File: src/rtl/seg7_scan_counter.sv
// Multi-digit up/down hex/BCD counter with debounced push-buttons, driving a
// time-multiplexed common-cathode seven-segment display.
module seg7_scan_counter #(
  parameter int NUM_DIGITS = 4,
  parameter int DIV_W      = 26,
  parameter int TAP0       = 15,
  parameter int TAP1       = 19,
  parameter int TAP2       = 25,
  parameter int DEB_CYCLES = 65536
) (
  input  logic                    clk,
  input  logic                    rst_n,
  input  logic                    inc,
  input  logic                    dec,
  input  logic                    clr,
  input  logic                    ss,
  input  logic                    mode_bcd,
  output logic [NUM_DIGITS-1:0]   grounds,
  output logic [6:0]              display,
  output logic [4*NUM_DIGITS-1:0] value,
  output logic                    wrap
);

  localparam int VW    = 4 * NUM_DIGITS;
  localparam int CNT_W = $clog2(DEB_CYCLES + 1);
  localparam int IDX_W = $clog2(NUM_DIGITS);
  localparam logic [CNT_W-1:0] DEB_LAST = CNT_W'(DEB_CYCLES - 1);
  localparam logic [IDX_W-1:0] IDX_LAST = IDX_W'(NUM_DIGITS - 1);

  function automatic logic [6:0] seg7(input logic [3:0] d);
    case (d)
      4'h0: seg7 = 7'b1111110;  4'h1: seg7 = 7'b0110000;
      4'h2: seg7 = 7'b1101101;  4'h3: seg7 = 7'b1111001;
      4'h4: seg7 = 7'b0110011;  4'h5: seg7 = 7'b1011011;
      4'h6: seg7 = 7'b1011111;  4'h7: seg7 = 7'b1110000;
      4'h8: seg7 = 7'b1111111;  4'h9: seg7 = 7'b1111011;
      4'hA: seg7 = 7'b1110111;  4'hB: seg7 = 7'b0011111;
      4'hC: seg7 = 7'b1001110;  4'hD: seg7 = 7'b0111101;
      4'hE: seg7 = 7'b1001111;  default: seg7 = 7'b1000111;
    endcase
  endfunction

  function automatic logic tap_bit(input logic [1:0] sel, input logic [DIV_W-1:0] d);
    case (sel)
      2'd0:    tap_bit = d[TAP0];
      2'd1:    tap_bit = d[TAP1];
      default: tap_bit = d[TAP2];
    endcase
  endfunction

  // Buttons, bit order {ss, clr, dec, inc}: sync -> debounce -> press event.
  logic [3:0]       btn_raw;
  logic [3:0]       sync_p0, sync_p1, deb_p2, deb_p3, arm, evt_p4;
  logic [1:0]       fill;
  logic [CNT_W-1:0] deb_cnt [4];

  assign btn_raw = {ss, clr, dec, inc};

  // A button must be seen released after reset (arm) before a press counts.
  always_ff @(posedge clk or negedge rst_n) begin
    if (!rst_n) begin
      sync_p0 <= '1;
      sync_p1 <= '1;
      deb_p2  <= '1;
      deb_p3  <= '1;
      arm     <= '0;
      evt_p4  <= '0;
      fill    <= '0;
      for (int b = 0; b < 4; b++) deb_cnt[b] <= '0;
    end else begin
      sync_p0 <= btn_raw;
      sync_p1 <= sync_p0;
      deb_p3  <= deb_p2;
      fill    <= {fill[0], 1'b1};
      arm     <= arm | ({4{fill[1]}} & sync_p1);
      evt_p4  <= deb_p3 & ~deb_p2 & arm;
      for (int b = 0; b < 4; b++) begin
        if (sync_p1[b] != deb_p2[b]) begin
          if (deb_cnt[b] == DEB_LAST) begin
            deb_p2[b]  <= sync_p1[b];
            deb_cnt[b] <= '0;
          end else begin
            deb_cnt[b] <= deb_cnt[b] + 1'b1;
          end
        end else begin
          deb_cnt[b] <= '0;
        end
      end
    end
  end

  logic inc_e, dec_e, clr_e, ss_e;
  assign inc_e = evt_p4[0];
  assign dec_e = evt_p4[1];
  assign clr_e = evt_p4[2];
  assign ss_e  = evt_p4[3];

  // Mode input: sync, then edge detect against a delayed copy.
  logic mode_p0, mode_p1, mode_p2, mode_chg;
  always_ff @(posedge clk or negedge rst_n) begin
    if (!rst_n) begin
      mode_p0 <= 1'b0;
      mode_p1 <= 1'b0;
      mode_p2 <= 1'b0;
    end else begin
      mode_p0 <= mode_bcd;
      mode_p1 <= mode_p0;
      mode_p2 <= mode_p1;
    end
  end
  assign mode_chg = mode_p1 ^ mode_p2;

  logic [VW-1:0] cnt, inc_v, dec_v;
  logic [3:0]    dmax, dig;
  logic          carry, borrow, all_max, all_zero;

  always_comb begin
    dmax     = mode_p1 ? 4'd9 : 4'd15;
    inc_v    = cnt;
    dec_v    = cnt;
    dig      = '0;
    carry    = 1'b1;
    borrow   = 1'b1;
    all_max  = 1'b1;
    all_zero = 1'b1;
    for (int i = 0; i < NUM_DIGITS; i++) begin
      dig      = cnt[4*i +: 4];
      all_max  = all_max & (dig == dmax);
      all_zero = all_zero & (dig == 4'd0);
      if (carry) begin
        if (dig == dmax) inc_v[4*i +: 4] = 4'd0;
        else begin
          inc_v[4*i +: 4] = dig + 4'd1;
          carry = 1'b0;
        end
      end
      if (borrow) begin
        if (dig == 4'd0) dec_v[4*i +: 4] = dmax;
        else begin
          dec_v[4*i +: 4] = dig - 4'd1;
          borrow = 1'b0;
        end
      end
    end
  end

  // Counter update, one cycle after the press events.
  always_ff @(posedge clk or negedge rst_n) begin
    if (!rst_n) begin
      cnt  <= '0;
      wrap <= 1'b0;
    end else begin
      wrap <= 1'b0;
      if (clr_e || mode_chg) begin
        cnt <= '0;
      end else if (inc_e && !dec_e) begin
        cnt  <= inc_v;
        wrap <= all_max;
      end else if (dec_e && !inc_e) begin
        cnt  <= dec_v;
        wrap <= all_zero;
      end
    end
  end
  assign value = cnt;

  logic [DIV_W-1:0] div;
  logic [1:0]       rate_sel, rate_nxt;
  logic             tap_q, tick;
  logic [IDX_W-1:0] idx, idx_nxt;

  assign rate_nxt = (rate_sel == 2'd2) ? 2'd0 : rate_sel + 2'd1;
  assign tick     = tap_bit(rate_sel, div) & ~tap_q;
  assign idx_nxt  = (idx == IDX_LAST) ? '0 : idx + 1'b1;

  // Scan stage; on a rate switch the history bit is taken from the new tap.
  always_ff @(posedge clk or negedge rst_n) begin
    if (!rst_n) begin
      div      <= '0;
      rate_sel <= 2'd0;
      tap_q    <= 1'b0;
      idx      <= '0;
      grounds  <= ~NUM_DIGITS'(1);
    end else begin
      div <= div + 1'b1;
      if (ss_e) begin
        rate_sel <= rate_nxt;
        tap_q    <= tap_bit(rate_nxt, div);
      end else begin
        tap_q    <= tap_bit(rate_sel, div);
      end
      if (tick) begin
        idx     <= idx_nxt;
        grounds <= ~(NUM_DIGITS'(1) << idx_nxt);
      end
    end
  end

  assign display = seg7(cnt[{idx, 2'b00} +: 4]);

endmodule

File: config.mk
export PLATFORM = sky130hd
export DESIGN_NAME = seg7_scan_counter
export DESIGN_NICKNAME = d
export VERILOG_FILES = /design/src/rtl/seg7_scan_counter.sv
export SDC_FILE = /design/constraint.sdc
export NUM_CORES = 1
export LEC_CHECK = 0
export CORE_MARGIN = 2
export CORE_UTILIZATION = 55
export DETAILED_ROUTE_END_ITERATION = 10
export PLACE_DENSITY = 0.77
export SLEW_MARGIN = 20
export SYNTH_ARGS = -nofsm -noshare
export SYNTH_HDL_FRONTEND = slang
export SYNTH_SLANG_ARGS = --single-unit
File: constraint.sdc
create_clock -name clk -period 2.2 [get_ports clk]
set_input_delay 0.44 -clock clk [delete_from_list [all_inputs] [get_ports clk]]
set_output_delay 0.44 -clock clk [all_outputs]
set_load 0.05 [all_outputs]
Word level (Yosys, flattened, before mapping):

Memory sizes are Yosys's and may differ from the RTL's.
Index checks and enable logic that the tools add are counted.

* $add $sub $neg: 15
* equality and inequality tests: 19
* shift operators: 2
* multiplexer cells: 44
* bitwise logic cells: 15
* reduce and logical (&&, ||, !) cells: 22

Operators with widths (count)
* two-way mux 17 bit: 8
* adder 17 x 1 -> 17 bit, second input constant: 4
* equality test 17 x 16 -> 1 bit, second input constant: 4
* two-way mux 4 bit: 14
* two-way mux 16 bit: 3
* adder 26 x 1 -> 26 bit, second input constant: 1
* adder 4 x 1 -> 4 bit, second input constant: 4
* equality test 4 bit: 4
* zero test 4 bit: 4
* indexed part select 16 x 5 -> 4 bit: 1
* subtractor 4 x 1 -> 4 bit, second input constant: 4
* two-way mux 1 bit: 14
* AND 4 bit: 3
* nonzero test 3 bit: 4
* inequality test 3 bit, second input constant: 3
* AND reduction 3 bit: 3
* inverter 4 bit: 2
* AND reduction 2 bit: 4
* AND 1 bit: 7
* adder 2 x 1 -> 2 bit, second input constant: 2
* equality test 2 x 1 -> 1 bit, second input constant: 2
* equality test 2 bit, second input constant: 2
* zero test 2 bit: 2
* two-way mux 2 bit: 2
* other kinds (10): 16

* flip-flop bits (word level): 149
* memory bits (read-only): 112
* logic and storage cells: 145
* memories: 1

Memory list
* (no name shown): words 16, width 7, read ports 1, clocked after Yosys merged registers in 0, write ports 0, line 31 `case (d)`

Depth between registers and ports, before layout:

Gate-level depths: netlist (run 1).

* word-level depth: 8
* mapped depth: 8

Worst setup path before layout (run 1):

Ideal clock, no wire load.

* path type: register -> output
* from: register cnt[13] (netlist: value[13])
* to: output display[3]
* arrival time: 2.808 ns
* required time: 1.760 ns
* setup slack: -1.048 ns
* cell stages (with the launch flop): 8
* path through: dfrtp_1 -> clkbuf_1 -> mux4_1 -> inv_1 -> ha_1 -> nor2_1 -> a21oi_1 -> o21ai_0

* word-level cells in the longest chain between the ends: 2

Ends and longest elaborated chain
* from (decl): line 113 `logic [VW-1:0] cnt, inc_v, dec_v;`
* from (signal assigned): line 157 `cnt <= inc_v;`
* from (signal assigned): line 160 `cnt <= dec_v;`
* indexed part select 16 x 5 -> 4 bit: line 199 `assign display = seg7(cnt[{idx, 2'b00} +: 4]);`
* memory read (16 x 7 bit)
* to (decl): line 19 `output logic [6:0] display,`

Every way passes these cells.

Worst setup path after layout (run 1):

* from: register idx[0]
* to: output display[5]

* word-level cells in the longest chain between the ends: 2

Ends and longest elaborated chain
* from (decl): line 170 `logic [IDX_W-1:0] idx, idx_nxt;`
* from (signal assigned): line 193 `idx <= idx_nxt;`
* indexed part select 16 x 5 -> 4 bit: line 199
* memory read (16 x 7 bit)

Every way passes these cells.

==> results of run 1 <==
power groups by stage:
| stage | logic, mW | clock network, mW | registers (mW) |
|---|---|---|---|
| final | 1.32 | 3.00 | 2.93 |
| after global routing | 1.43 | 3.14 | 2.94 |
| after CTS | 1.30 | 3.03 | 2.92 |
| after detailed placement | 1.32 | 0 | 2.96 |
| after global placement | 1.28 | 0 | 2.96 |
| after floorplan | 0.576 | 0 | 3.21 |
what timing repair did:
item | in CTS | in global routing
hold buffers | 1 | 0
hold endpoints to repair | 48 | 0
pin swaps | 5 | 5
setup buffers | 5 | 1
endpoints found under the setup margin | 20 | 15
gates cloned | 1 | 0
resized for setup | 27 | 22
cell type report:
| class | count | area [um2] | share of cell area |
|---|---|---|---|
| clock inverter | 11 | 149 | 0.0161 |
| tap | 176 | 220 | 0.0238 |
| multi-input combinational | 532 | 3700 | 0.401 |
| sequential | 149 | 3770 | 0.408 |
| inverter | 20 | 80.1 | 0.00867 |
| clock buffer | 21 | 470 | 0.0509 |
| timing repair buffer | 90 | 842 | 0.0912 |
flip-flops by register name, summed over array words and instances (netlist names):
name,count
deb_cnt,68
div,26
value,16
arm,4
deb_p2,4
deb_p3,4
evt_p4,4
grounds,4
sync_p0,4
sync_p1,4
fill,2
idx,2
rate_sel,2
mode_p0,1
mode_p1,1
mode_p2,1
tap_q,1
wrap,1
routing by layer:
| metal | up-vias | wire length, um | share of wire |
|---|---|---|---|
| met5 | - | 0 | 0 |
| met4 | 0 | 325 | 0.020 |
| met3 | 29 | 787 | 0.049 |
| met2 | 171 | 7980 | 0.50 |
| met1 | 2777 | 7000 | 0.43 |
| li1 | 2689 | - | - |
worst paths after layout:
kind                            start     endpoint  slack [ns]  cells past startpoint
max                            idx[0]   display[5]       -0.54                      5
min                        sync_p0[1]   sync_p1[1]        0.36                      0
max reg2reg                 value[10]    value[15]        0.08                      6
min reg2reg                sync_p0[1]   sync_p1[1]        0.36                      0
max in group asynchronous       rst_n   sync_p0[0]        0.93                      3
min in group asynchronous       rst_n  deb_cnt[25]        0.52                      2
metrics by stage:
step | instance area (um2) | hold slack (ns)
after floorplan | 7580 | 0.144
after global placement | 8430 | 0.333
after global routing | 9230 | 0.362
after detailed placement | 8430 | 0.340
after CTS | 9140 | 0.357
final | 9230 | 0.355
critical path: stages, from the launching register on:
cell	delay, ns
sky130_fd_sc_hd__dfrtp_2	0.41
sky130_fd_sc_hd__mux4_2	0.60
sky130_fd_sc_hd__ha_2	0.25
sky130_fd_sc_hd__mux2_4	0.27
sky130_fd_sc_hd__a22oi_2	0.17
sky130_fd_sc_hd__buf_12	0.16
cell usage after synthesis (2+ instances only):
cell / instances / share of area
sky130_fd_sc_hd__dfrtp_1: 130 / 0.44
sky130_fd_sc_hd__nor2_1: 97 / 0.049
sky130_fd_sc_hd__nand2_1: 51 / 0.026
sky130_fd_sc_hd__xor2_1: 49 / 0.057
sky130_fd_sc_hd__nand3_1: 43 / 0.029
sky130_fd_sc_hd__xnor2_1: 37 / 0.043
sky130_fd_sc_hd__a21oi_1: 32 / 0.021
sky130_fd_sc_hd__ha_1: 25 / 0.042
sky130_fd_sc_hd__o21ai_0: 24 / 0.016
sky130_fd_sc_hd__and3_1: 22 / 0.018
sky130_fd_sc_hd__inv_1: 20 / 0.010
sky130_fd_sc_hd__dfstp_2: 19 / 0.067
sky130_fd_sc_hd__clkbuf_1: 16 / 0.0080
sky130_fd_sc_hd__nand4_1: 15 / 0.013
sky130_fd_sc_hd__nor3_1: 13 / 0.0087
sky130_fd_sc_hd__and4_1: 12 / 0.014
sky130_fd_sc_hd__buf_2: 9 / 0.0060
sky130_fd_sc_hd__mux2_2: 8 / 0.012
sky130_fd_sc_hd__a21o_1: 7 / 0.0070
sky130_fd_sc_hd__nand2b_1: 7 / 0.0059
sky130_fd_sc_hd__nor2b_1: 7 / 0.0059
sky130_fd_sc_hd__mux2i_1: 6 / 0.0080
sky130_fd_sc_hd__nand3b_1: 6 / 0.0060
sky130_fd_sc_hd__a31oi_1: 5 / 0.0042
sky130_fd_sc_hd__nor3b_1: 4 / 0.0040
sky130_fd_sc_hd__a211oi_1: 3 / 0.0030
sky130_fd_sc_hd__and2_1: 3 / 0.0025
sky130_fd_sc_hd__buf_4: 3 / 0.0030
sky130_fd_sc_hd__mux4_2: 3 / 0.0090
sky130_fd_sc_hd__nor4_1: 3 / 0.0025
sky130_fd_sc_hd__o211ai_1: 3 / 0.0030
sky130_fd_sc_hd__o31ai_1: 3 / 0.0030
sky130_fd_sc_hd__a22o_1: 2 / 0.0023
sky130_fd_sc_hd__a22oi_1: 2 / 0.0020
sky130_fd_sc_hd__a32oi_1: 2 / 0.0023
sky130_fd_sc_hd__a41oi_1: 2 / 0.0023
sky130_fd_sc_hd__and3b_1: 2 / 0.0023
sky130_fd_sc_hd__buf_6: 2 / 0.0030
sky130_fd_sc_hd__mux2_1: 2 / 0.0030
sky130_fd_sc_hd__nand2_2: 2 / 0.0017
sky130_fd_sc_hd__nor3b_2: 2 / 0.0033
sky130_fd_sc_hd__o311a_1: 2 / 0.0027
sky130_fd_sc_hd__or2_2: 2 / 0.0017
sky130_fd_sc_hd__or4_4: 2 / 0.0030
layout by cell type, fill, tap and decap left out, drive strengths merged, types with 15 or more instances in the layout:
cell type	Yosys	layout
a21oi	32	32
and3	22	22
buf	14	66
clkbuf	16	21
dfrtp	130	130
dfstp	19	19
ha	25	25
inv	20	21
nand2	53	53
nand3	43	43
nand4	15	15
nor2	97	97
o21ai	25	25
xnor2	37	37
xor2	49	49
logic make-up after synthesis:
| logic type | count (synthesis) |
|---|---|
| mux | 20 |
| buf+inv | 50 |
| xor+xnor | 86 |
| simple gates | 299 |
| flops | 149 |
| compound gates | 100 |
| fa+ha+maj | 25 |
| other cells | 1 |
==> impl_results.rst, run 1 <==
.. list-table::
   :header-rows: 1

   * - Metric
     - Value
   * - Die area
     - 14,500 um2
   * - RSZ-0062 raised after global routing
     - yes
   * - Clock sink count
     - 149
   * - Standard cell core area
     - 13,200 um2
   * - FF+latch count, synth
     - 149
   * - Via density per instance
     - 5.67
   * - Number of cells produced by synthesis
     - 730
   * - Cell count after placement
     - 960
   * - Clock tree from TritonCTS
     - built
   * - Proportion of total power due to net switching
     - 0.281
   * - Critical path type
     - flop to primary output
   * - Wirelength, routed
     - 16,100 um
   * - Global-route usage over all layers
     - 0.234
   * - Remaining number of nets flagged by the antenna check after routing
     - 0
   * - Setup total negative slack
     - -3.48 ns
   * - Run status
     - finished with violations
   * - Detailed-route via count
     - 5,666
   * - Final core utilization
     - 0.697
   * - Proportion of synthesized flip-flops having asynchronous set or reset
     - 1.00
   * - Post-layout nets
     - 842
   * - Post-placement worst setup slack
     - -0.176 ns
   * - Number of warning messages in the yosys log
     - 0
   * - Die Height
     - 121 um
   * - Gr busiest metal
     - met2
   * - Unique cell type count in the Yosys netlist
     - 65
   * - Minimum period implied by the final worst setup slack
     - 2.74 ns
   * - Number of hold-slack violations in the final timing report
     - 0
   * - Complex-gate fraction of the synthesized area
     - 0.0867
   * - Vias in the first global route
     - 5,640
   * - Final setup fails
     - 7
   * - Max Transition Viols Final
     - 0
   * - Category of the worst setup path launch point
     - flop
   * - I/O Pins
     - 35
   * - Starting Density
     - 0.564
   * - Total nets after synthesis
     - 762
   * - Routed WL per cell
     - 16.1 um
   * - Post-Syn Area per Cell
     - 10.2 um2
   * - Clock network power share
     - 0.414
   * - Buffer type at the clock tree root
     - sky130_fd_sc_hd__clkbuf_16
   * - Horiz. Die Dim
     - 121 um
   * - Max frequency
     - 366 MHz
   * - Post-CTS clock slew at the launch and capture registers of the worst setup and hold paths
     - 0.06 ns
   * - Synth Area in XOR/XNOR
     - 0.101
   * - TritonRoute pass-1 iters
     - 5
   * - Number of standard cells in the final layout excluding fillers
     - 999
   * - Count of standard-cell rows
     - 42
   * - Internal power
     - 5.21 mW
   * - Min setup slack post-route
     - -0.536 ns
   * - Fraction of power consumed by combinational cells
     - 0.183
   * - Number of remaining DRC errors
     - 0
   * - Proportion of synthesized area in mux cells
     - 0.0357
   * - Dominant synthesized flop cell
     - sky130_fd_sc_hd__dfrtp_1
   * - Post-synthesis sequential area ratio
     - 0.502
   * - Share of the clock period used by the worst path
     - 1.24
   * - Final Wtd Congestion
     - 0.906
   * - Worst-Margin Slew
     - 0.761 ns
   * - Data arrival time of the critical path
     - 2.30 ns
   * - Number of synthesized flops with an enable pin
     - 0
   * - Reported net switching power
     - 2.04 mW
   * - Count of routing violations after the opening detailed-route iteration
     - 412
   * - Residual overflow from global routing
     - 0
   * - Cts bufs inserted
     - 17
   * - Portion of total power attributed to sequential cells
     - 0.404
   * - PnR Total Power
     - 7.25 mW
   * - Wire length of the first global-routing pass
     - 27,100 um
   * - Adder-cell share of the synthesized area
     - 0.0418
   * - PortBufs
     - 34
   * - Type of the tightest min-delay check
     - flop to flop
   * - Share of final-layout standard cells stronger than drive strength 1
     - 0.225
   * - Synthesized cell area
     - 7470 um2
   * - Maximum clock path buffer count
     - 2
   * - Maximum clock skew at final layout
     - 0.00563 ns
   * - Leakage Power
     - 4.17 nW
   * - Slew margin rel.
     - 0.493
   * - Violations in the final reports
     - setup timing
   * - Insertion delay to the later sink of the worst-skew pair
     - 0.43 ns
   * - Initial antenna violation count
     - 0
   * - Global-route track usage on met3
     - 0.0472
   * - Syn-to-layout area delta
     - 23.5%
   * - Pwr per Cell Area
     - 785 nW/um2
   * - Number of max-cap violations
     - 0
   * - CP Capture Type
     - primary output
   * - Global Route met1 Usage
     - 0.301
   * - HPWL after detailed placement
     - 10,800 um
   * - Peak supply drop
     - 0.467 mV
   * - Largest family of logic cells by synthesized area
     - simple AND/OR/NAND/NOR gates
   * - Maximum number of pins on one net before global-route repair
     - 53
   * - Count of fill cells added during filler insertion
     - 955
   * - Critical Path Fanout Max
     - 4
   * - Synthesized-area fraction occupied by and/or/nand/nor cells
     - 0.202
   * - Fraction of met2 tracks used by global routing
     - 0.392
   * - Diode count
     - 0
   * - Endpoint required time on the critical path
     - 1.76 ns
   * - Level count of the clock H-tree
     - 4
Power figures use the tool's default switching activity.
==> inputs of run 2 (changes only) <==
--- a/config.mk
+++ b/config.mk
@@ -9,3 +9,5 @@
 export CORE_UTILIZATION = 55
+export CTS_CLUSTER_DIAMETER = 200
 export DETAILED_ROUTE_END_ITERATION = 10
+export HOLD_SLACK_MARGIN = 0.02
 export PLACE_DENSITY = 0.77
==> constraint.sdc (replaced) <==
create_clock -name clk -period 2.2 [get_ports clk]
set_input_delay 0.66 -clock clk [delete_from_list [all_inputs] [get_ports clk]]
set_output_delay 0.66 -clock clk [all_outputs]
set_load 0.05 [all_outputs]
==> run 2 against run 1 <==
The run still ends with setup timing left. Global-route usage is essentially flat. Via count grew 0.16%. Combinational power grew 5%. Sequential power is essentially flat. Largest cell class unchanged.
==> impl_results.rst, run 2 (synthesis gave the netlist of run 1 again) <==
.. list-table::
   :header-rows: 1

   * - Metric
     - Value
   * - Count of fill cells added during filler insertion
     - 939 (-1.7%)
   * - Slack of the worst reg-to-reg path
     - 0.07 ns (about the same)
   * - Initial antenna violation count
     - 0 (unchanged)
   * - Syn-to-layout area delta
     - 23.5% (about the same)
   * - Critical path type
     - flop to primary output
   * - Minimum period implied by the final worst setup slack
     - 2.93 ns (+0.198 ns)
   * - Via density per instance
     - 5.69 (+0.26%)
   * - Violations in the final reports
     - setup timing
   * - Proportion of total power due to net switching
     - 0.290 (+0.00869)
   * - PortBufs
     - 34 (unchanged)
   * - Maximum clock skew at final layout
     - 0.00894 ns (+0.00331 ns)
   * - Max Transition Viols Final
     - 0 (unchanged)
   * - Worst-Margin Slew
     - 0.706 ns (-0.0554 ns)
   * - Routed WL per cell
     - 15.9 um (-1.4%)
   * - Maximum number of pins on one net before global-route repair
     - 47 (-11%)
   * - Wirelength, routed
     - 15,800 um (-1.5%)
   * - Setup total negative slack
     - -4.81 ns (-1.33 ns)
   * - Level count of the clock H-tree
     - 4 (unchanged)
   * - Commonest non-fill, non-tap cell in the layout
     - sky130_fd_sc_hd__dfrtp_1
   * - Remaining number of nets flagged by the antenna check after routing
     - 0 (unchanged)
   * - RSZ-0062 raised after global routing
     - yes
   * - Reported net switching power
     - 2.07 mW (+1.6%)
   * - Worst Reg2Reg Path Length in Cells
     - 8 (+2)
   * - Detailed-route via count
     - 5,675 (+0.16%)
   * - Run status
     - finished with violations
   * - Number of hold-slack violations in the final timing report
     - 0 (unchanged)
   * - Leakage Power
     - 4.11 nW (-1.4%)
   * - Multi-input gate area
     - 3740 um2 (+1.1%)
   * - Pwr per Cell Area
     - 774 nW/um2 (-1.4%)
   * - Starting Density
     - 0.564 (unchanged)
   * - Horiz. Die Dim
     - 121 um (unchanged)
   * - Share of final-layout standard cells stronger than drive strength 1
     - 0.247 (+0.0222)
   * - CP Capture Type
     - primary output
   * - Post-layout nets
     - 841 (-0.12%)
   * - Peak supply drop
     - 0.563 mV (+20%)
   * - Global-route usage over all layers
     - 0.234 (about the same)
   * - Residual overflow from global routing
     - 0 (unchanged)
   * - Biggest cell delay along the critical path
     - 0.58 ns (-0.02 ns)
   * - I/O Pins
     - 35 (unchanged)
   * - Min setup slack post-route
     - -0.734 ns (-0.198 ns)
   * - Insertion delay to the later sink of the worst-skew pair
     - 0.43 ns (about the same)
   * - Count of standard-cell rows
     - 42 (unchanged)
   * - Diode count
     - 0 (unchanged)
   * - Max frequency
     - 341 MHz (-6.8%)
   * - Buffer type at the clock tree root
     - sky130_fd_sc_hd__clkbuf_16
   * - Storage cell area
     - 3770 um2 (unchanged)
   * - Clock tree from TritonCTS
     - built
   * - Number of remaining DRC errors
     - 0 (unchanged)
   * - Worst flop-to-flop path endpoint
     - value[10]
   * - Share of the clock period used by the worst path
     - 1.33 (+0.0901)
   * - Final setup fails
     - 7 (unchanged)
   * - Endpoint required time on the critical path
     - 1.54 ns (-0.22 ns)
   * - Cell count after placement
     - 961 (+0.10%)
   * - Largest register by flop count
     - deb_cnt
   * - Clock network power share
     - 0.396 (-0.018)
   * - HPWL after detailed placement
     - 10,600 um (-1.2%)
   * - Clock sink count
     - 149 (unchanged)
   * - Internal power
     - 5.08 mW (-2.6%)
   * - Cts bufs inserted
     - 17 (unchanged)
   * - Final Wtd Congestion
     - 0.916 (+1.0%)
   * - Critical Path Fanout Max
     - 4 (unchanged)
   * - Post-CTS clock slew at the launch and capture registers of the worst setup and hold paths
     - 0.07 ns (about the same)
   * - Vias in the first global route
     - 5,686 (+0.82%)
   * - Highest-delay cell along the critical path
     - sky130_fd_sc_hd__mux4_2
   * - Post-placement worst setup slack
     - -0.437 ns (-0.260 ns)
   * - Number of standard cells in the final layout excluding fillers
     - 998 (-0.10%)
   * - Wire length of the first global-routing pass
     - 26,800 um (-0.89%)
   * - Reg2Reg Launch Point
     - value[5]
   * - Type of the tightest min-delay check
     - input port to async pin
   * - Count of routing violations after the opening detailed-route iteration
     - 500 (+21%)
   * - Die area
     - 14,500 um2 (unchanged)
   * - TritonRoute pass-1 iters
     - 5 (unchanged)
   * - PnR Total Power
     - 7.15 mW (-1.4%)
   * - Data arrival time of the critical path
     - 2.27 ns (-0.03 ns)
   * - Flip-flop count of the largest register after layout
     - 68 (unchanged)
   * - Fraction of power consumed by combinational cells
     - 0.195 (+0.012)
   * - Cell-by-cell listing of the critical path
     - mux4_2 > inv_4 > buf_4 > ha_4 > nor2b_4 > nor3_4 > a21oi_4 > buf_12
   * - Standard cell core area
     - 13,200 um2 (unchanged)
   * - Final core utilization
     - 0.697 (about the same)
   * - Category of the worst setup path launch point
     - flop
   * - Maximum clock path buffer count
     - 2 (unchanged)
   * - Slew margin rel.
     - 0.530 (+0.0369)
   * - Number of max-cap violations
     - 0 (unchanged)
   * - Commonest non-fill, non-tap cells in the layout
     - 115 x sky130_fd_sc_hd__dfrtp_1, 95 x sky130_fd_sc_hd__nor2_1, 65 x sky130_fd_sc_hd__buf_4
   * - Portion of total power attributed to sequential cells
     - 0.409 (+0.005)
   * - Die Height
     - 121 um (unchanged)
run 2: cell count changes in the layout (fill, tap and decap cells not counted), sizes merged:
cell / previous run / this run
buf: 66 / 82
bufinv: 3 / 2
dlymetal6s2s: 2 / 0
dlygate4sd2: 14 / 2
clkbuf: 21 / 20
clkinv: 4 / 6
clkdlybuf4s50: 7 / 5
dlygate4sd3: 1 / 0
run 2: cell type report:
| class | count | area share |
|---|---|---|
| flip-flops and latches | 149 | 0.409 |
| inverters | 20 | 0.00868 |
| clock buffers | 20 | 0.0484 |
| clock inverters | 12 | 0.0144 |
| multi-input cells | 532 | 0.406 |
| repair buffers | 89 | 0.0904 |
| well taps | 176 | 0.0239 |
run 2: worst max-delay path by stage:
stage	start	end	slack, ns	cells after the start
after global placement	idx[0]	display[5]	-0.32	7
final	idx[0]	display[2]	-0.73	8
after CTS	idx[0]	display[5]	-0.75	7
after detailed placement	idx[0]	display[2]	-0.44	7
after global routing	idx[0]	display[5]	-0.83	7
after floorplan	value[13]	display[5]	-0.71	7
run 2: worst max-delay path: cells and delay by family (launching register included):
kind                       cells  cell delay, ns
buffers and inverters          3            0.38
adders and majority gates      1            0.12
AOI/OAI and AO/OA              1            0.13
DFF                            1            0.41
and+or+nand+nor                2            0.23
muxes                          1            0.58
run 2: stage by stage:
| step | hold WS [ns] | area [um2] |
|---|---|---|
| 2_1_floorplan | 0.331 | 7580 |
| 3_3_place_gp | 0.333 | 8420 |
| 3_5_place_dp | 0.335 | 8420 |
| 4_1_cts | 0.157 | 9170 |
| 5_1_grt | 0.163 | 9230 |
| 6_report | 0.142 | 9230 |
run 2: what timing repair did:
item	CTS	global route
pin swaps	13	7
hold buffers	0	0
hold endpoints to repair	0	0
endpoints found under the setup margin	9	12
buffers inserted	5	1
cloned	1	0
gates resized for setup	32	15
run 2: layer usage:
layer | track usage | wire length [um]
met5 | 0 | 0
met4 | 0.0945 | 430
met3 | 0.0627 | 742
met2 | 0.381 | 7690
met1 | 0.297 | 6980
run 2: power groups by stage:
| stage | clock [mW] | combinational (mW) | sequential (mW) |
|---|---|---|---|
| 4_1_cts | 2.86 | 1.36 | 2.92 |
| 3_5_place_dp | 0 | 1.35 | 2.96 |
| 6_report | 2.83 | 1.39 | 2.92 |
| 3_3_place_gp | 0 | 1.31 | 2.95 |
| 5_1_grt | 3.00 | 1.49 | 2.94 |
| 2_1_floorplan | 0 | 0.576 | 3.21 |
==> inputs of run 3 (changes only) <==
- HOLD_SLACK_MARGIN: 0.02 -> 0.05
==> results of run 3 <==
Same layout as run 2: the final DEF is identical, and so are final timing and power.
